`config.mk`:
```
export PLATFORM = sky130hd
export DESIGN_NAME = fetch_stage
export DESIGN_NICKNAME = d
export VERILOG_FILES = /design/src/rtl/fetch_stage.sv
export SDC_FILE = /design/constraint.sdc
export NUM_CORES = 1
export LEC_CHECK = 0
export CAP_MARGIN = 20
export CORE_ASPECT_RATIO = 1.2
export CORE_MARGIN = 1.5
export CORE_UTILIZATION = 50
export CTS_CLUSTER_SIZE = 8
export DETAILED_ROUTE_END_ITERATION = 16
export PLACE_DENSITY = 0.75
export SKIP_CTS_REPAIR_TIMING = 1
export SYNTH_ARGS = -nofsm -noshare
export SYNTH_HDL_FRONTEND = slang
export SYNTH_SLANG_ARGS = --single-unit
```
`constraint.sdc`:
```
create_clock -name clk -period 5.65 [get_ports clk]
set_clock_uncertainty 0.15 [all_clocks]
set_input_delay 0.8475 -clock clk [delete_from_list [all_inputs] [get_ports clk]]
set_output_delay 0.8475 -clock clk [all_outputs]
set_load 0.005 [all_outputs]
```
`src/rtl/fetch_stage.sv`:
```
// Instruction fetch stage: program counter, one-cycle imem request pipeline and a 2-entry
// instruction queue feeding IF/ID. Optional halt detection is enabled by FETCH_HALT_DETECT_EN.
module fetch_stage #(
    parameter int              AW       = 9,
    parameter int              DW       = 16,
    parameter logic [AW-1:0]   RESET_PC = '0
) (
    input  logic          clk,
    input  logic          reset,
    output logic          imem_rd,
    output logic [AW-1:0] imem_addr,
    input  logic [DW-1:0] imem_data,
    input  logic          id_ready,
    output logic          if_valid,
    output logic [DW-1:0] if_inst,
    output logic [AW-1:0] if_pc,
    output logic [AW-1:0] if_pc_next,
    input  logic          redirect,
    input  logic [AW-1:0] redirect_pc,
    output logic          halted
);

    typedef enum logic [1:0] {BOOT, RUN, HALT} state_t;

    state_t        state;
    logic [AW-1:0] pc;
    logic [AW-1:0] inflight_pc;
    logic          inflight;
    logic [1:0]    count;
    logic [DW-1:0] q_inst [2];
    logic [AW-1:0] q_pc   [2];

    logic       pop;
    logic       push;
    logic       halt_hit;
    logic [2:0] occupancy;

    assign if_valid   = (count != 2'd0) && !redirect;
    assign if_inst    = q_inst[0];
    assign if_pc      = q_pc[0];
    assign if_pc_next = if_pc + {{(AW-1){1'b0}}, 1'b1};
    assign pop        = if_valid && id_ready;

    // Slots already committed (queued + returning) minus what leaves this cycle must stay below 2.
    assign occupancy = {1'b0, count} + {2'b00, inflight};
    assign imem_rd   = (state == RUN) && !redirect && (occupancy < (3'd2 + {2'b00, pop}));
    assign imem_addr = pc;

    // Responses returning while halted belong to the wrong side of the HALT and are dropped.
    assign push = inflight && !redirect && (state != HALT);

`ifdef FETCH_HALT_DETECT_EN
    assign halt_hit = push && (imem_data[DW-1 -: 3] == 3'b111);
    assign halted   = (state == HALT);
`else
    assign halt_hit = 1'b0;
    assign halted   = 1'b0;
`endif

    // NOTE: all state here uses non-blocking assignments so every register samples pre-edge values.
    always_ff @(posedge clk or negedge reset) begin
        if (!reset) begin
            state       <= BOOT;
            pc          <= RESET_PC;
            inflight    <= 1'b0;
            inflight_pc <= '0;
            count       <= 2'd0;
            // NOTE: the queue storage is reset because its head drives if_inst/if_pc directly.
            q_inst[0]   <= '0;
            q_inst[1]   <= '0;
            q_pc[0]     <= '0;
            q_pc[1]     <= '0;
        end else if (redirect) begin
            state    <= RUN;
            pc       <= redirect_pc;
            inflight <= 1'b0;
            count    <= 2'd0;
        end else begin
            inflight <= imem_rd;
            if (imem_rd) begin
                pc          <= pc + {{(AW-1){1'b0}}, 1'b1};
                inflight_pc <= pc;
            end

            case (state)
                BOOT:    state <= RUN;
                RUN:     if (halt_hit) state <= HALT;
                HALT:    state <= HALT;
                default: state <= BOOT;
            endcase

            case ({push, pop})
                2'b10: begin
                    q_inst[count[0]] <= imem_data;
                    q_pc[count[0]]   <= inflight_pc;
                    count            <= count + 2'd1;
                end
                2'b01: begin
                    q_inst[0] <= q_inst[1];
                    q_pc[0]   <= q_pc[1];
                    count     <= count - 2'd1;
                end
                2'b11: begin
                    if (count == 2'd1) begin
                        q_inst[0] <= imem_data;
                        q_pc[0]   <= inflight_pc;
                    end else begin
                        q_inst[0] <= q_inst[1];
                        q_pc[0]   <= q_pc[1];
                        q_inst[1] <= imem_data;
                        q_pc[1]   <= inflight_pc;
                    end
                end
                default: ;
            endcase
        end
    end

    no_overflow: assert property (@(posedge clk) disable iff (!reset)
        !(push && !pop && (count == 2'd2)));

endmodule

```
==> impl_results.md <==
- Worst path cell trace: clkdlybuf4s50_1, buf_4, or4b_1, a21oi_4, and2b_1, clkdlybuf4s50_1
- Clk buf depth: 2
- Io pins: 75
- Area Growth Syn to Fin: 21.4%
- Largest fanout on the critical path: 26
- Die width: 81.7 um
- Top post-synthesis cells by area: dfrtp_1 (49%), mux2_2 (11%), buf_4 (5.5%)
- Synth top cells by count: dfrtp_1 (73), nand2_1 (37), mux2_2 (36)
- CP max stage cell: or4b_1
- Biggest area consumer among synthesized cells: dfrtp_1
- Compound-Gate Fraction of Synth Area: 0.101
- Max frequency: 218 MHz
- Clk_lat worst skew: between 0.3 and 0.4 ns
- Initial antenna violation count: 0
- Least-Margin Pin Slew: 1.03 ns
- Startpoint class of the critical path: primary input
- Total grt overflow: 0
- Clock-pin slew on the worst setup and hold paths: 0.08 ns
- Core Area: around 0.0072 mm2
- Setup_tns: 0 ns
- Vias in the first global route: 2551
- Gr usage total: 0.196
- Net Count, Synth: 379
- First-pass GRT wire length: approximately 12000 um
- Largest net degree at the start of global routing: 74
- HPWL after DPL: about 4600 um
- Post-synthesis mux area share: 0.115
- First DRT Iteration DRCs: 154
- Crit path largest cell delay: 0.81 ns
- Synth cell types: 39
- Main combinational cell family by area after synthesis: simple AND/OR/NAND/NOR gates
- Power per Cell Area: 505 mW/mm2
- GPL Wtd Cong: 0.843
- Crit path max-delay family: simple AND/OR/NAND/NOR gates
- HP Class: reg2reg
- Root Driver: clkbuf_8
- IO Port Bufs: 73
- Cells after Synth: 344
- Worst Setup End Kind: primary output
- Area fraction of the dominant cell type after synthesis: 0.492
- CTS sink cnt: 73
- Fin util: 0.623
- Mean post-synth cell area: between 10 and 15 um2
- Post-synth EDFFs: 0
- Main synth FF type: dfrtp_1
- RSZ-0062 raised after global routing: false
- Flops & latches, synth: 73
- Count leader, synth: dfrtp_1
- Synth warnings: 0
- # DRC: 0
- H-tree depth: 3
- Total of max-cap violations: 0
- Nets: 419
- Final Max Slew Viols: 0
- Worst endpoint required time: 4.65 ns
- Layout cell share with drive strength beyond 1: 0.162
- Worst Path Arrival: 3.59 ns
- Synth Area in XOR/XNOR: 0.0414
- CP bufs+invs: 3
- Number of buffers created by CTS: 9
- Post-synthesis simple-gate area fraction: 0.139
- Post-layout minimum cycle time: 4.58 ns
- Die ar.: 0.00796 mm2
- 1st-pass router iterations: 4
- Antenna diode instance count: 0
- R2R Setup Slk: 2.44 ns
- Initial Utilization: 0.513
- Die Ht: 97.4 um
- Synthesized area: 0.00371 mm2
- Final WL: 7180 um
- Synth Area in Adders: 0.0202
- Async S/R FF share, synth: 1.00
- WL/cell: 15.0 um
- Final Hold Fails: 0
- WS Path Type: in2out
- Avg Vias per Cell: 5.40
- Final setup viols: 0
- Slew Limit Headroom: 0.314
- DR vias: 2580
- Tcrit/Tclk final: 0.811
- CTS tree: yes
- Leak: ~1.9 nW
- Status: completed
- Routed Antenna Nets: 0
- VDD IR-drop max: ~310 uV
- Sequential share of the synthesized area: 0.492
- Most used cell, CP: clkdlybuf4s50_1
- Rows: 34
-- metrics by stage --
stage	instance area [um2]	std cells	total power [mW]	setup WS (ns)	hold WS, ns
final	4510	478	2.28	1.07	0.329
after global routing	4510	478	2.43	0.937	0.348
after CTS	4510	478	2.30	1.07	0.317
after detailed placement	4260	463	1.78	1.07	0.306
after global placement	4260	463	1.75	1.15	0.291
after floorplan	3710	344	1.47	2.55	0.270
-- power by group --
part	switching, mW	total, mW	internal, mW
combinational	0.326	0.854	0.528
sequential	0.173	0.918	0.745
clock	0.187	0.504	0.317
total	0.687	2.28	1.59
-- flip-flops by register name (all words and copies together) (netlist names) --
name,cells
if_inst,16
q_inst,16
if_pc,9
imem_addr,9
inflight_pc,9
q_pc,9
count,2
state,2
inflight,1
-- final timing paths --
check | cells past startpoint | start | to
max in group asynchronous | 1 | reset | if_inst[13]$_DFFE_PN0P_
worst min-delay path | 1 | state[0]$_DFFE_PN0P_ | state[1]$_DFFE_PN0P_
min in group asynchronous | 1 | reset | count[0]$_DFFE_PN0P_
worst max register to register | 7 | count[0]$_DFFE_PN0P_ | q_inst[5]$_DFFE_PN0P_
worst max-delay path | 6 | redirect | imem_rd
worst min register to register | 1 | state[0]$_DFFE_PN0P_ | state[1]$_DFFE_PN0P_
-- logic make-up (layout without fill, tap and decap cells) --
kind of cell | Yosys count | in the layout
other cells | 1 | 1
buf+inv | 52 | 96
simple gates | 112 | 112
flops | 73 | 73
xor+xnor | 16 | 16
fa+ha+maj | 6 | 6
mux | 38 | 38
compound gates | 46 | 46
-- layout make-up --
type / instances / area (um2)
repair buffers: 76 / 751
flip-flops and latches: 73 / 1830
fillers: 591 / 2720
clock buffers: 11 / 151
multi-input cells: 219 / 1550
clock inverters: 4 / 98.8
inverters: 5 / 18.8
well taps: 90 / 113
-- layer usage --
metal  track usage  vias up  part of all wire
met4        0.0639        0             0.010
met5             0        -                 0
li1              -     1244                 -
met2         0.305       74              0.49
met3        0.0507        6             0.048
met1         0.265     1256              0.45
-- placed cells by master (no fill, tap or decap), types with 2 or more instances in the layout --
cell	count
bufinv_16	3
dfrtp_1	73
inv_1	5
a31o_2	2
nand2b_1	3
o21ai_0	4
mux2i_1	2
buf_4	4
nor2_1	29
clkdlybuf4s50_1	72
clkbuf_8	11
mux2_2	36
nand3_1	29
xnor2_1	12
a211oi_1	4
nand4_1	4
a2111oi_4	3
nor2b_1	2
ha_1	6
a31oi_1	25
o21ai_1	3
xor2_1	3
nand2_1	37
Note: power is estimated with default switching activity, not from simulation.
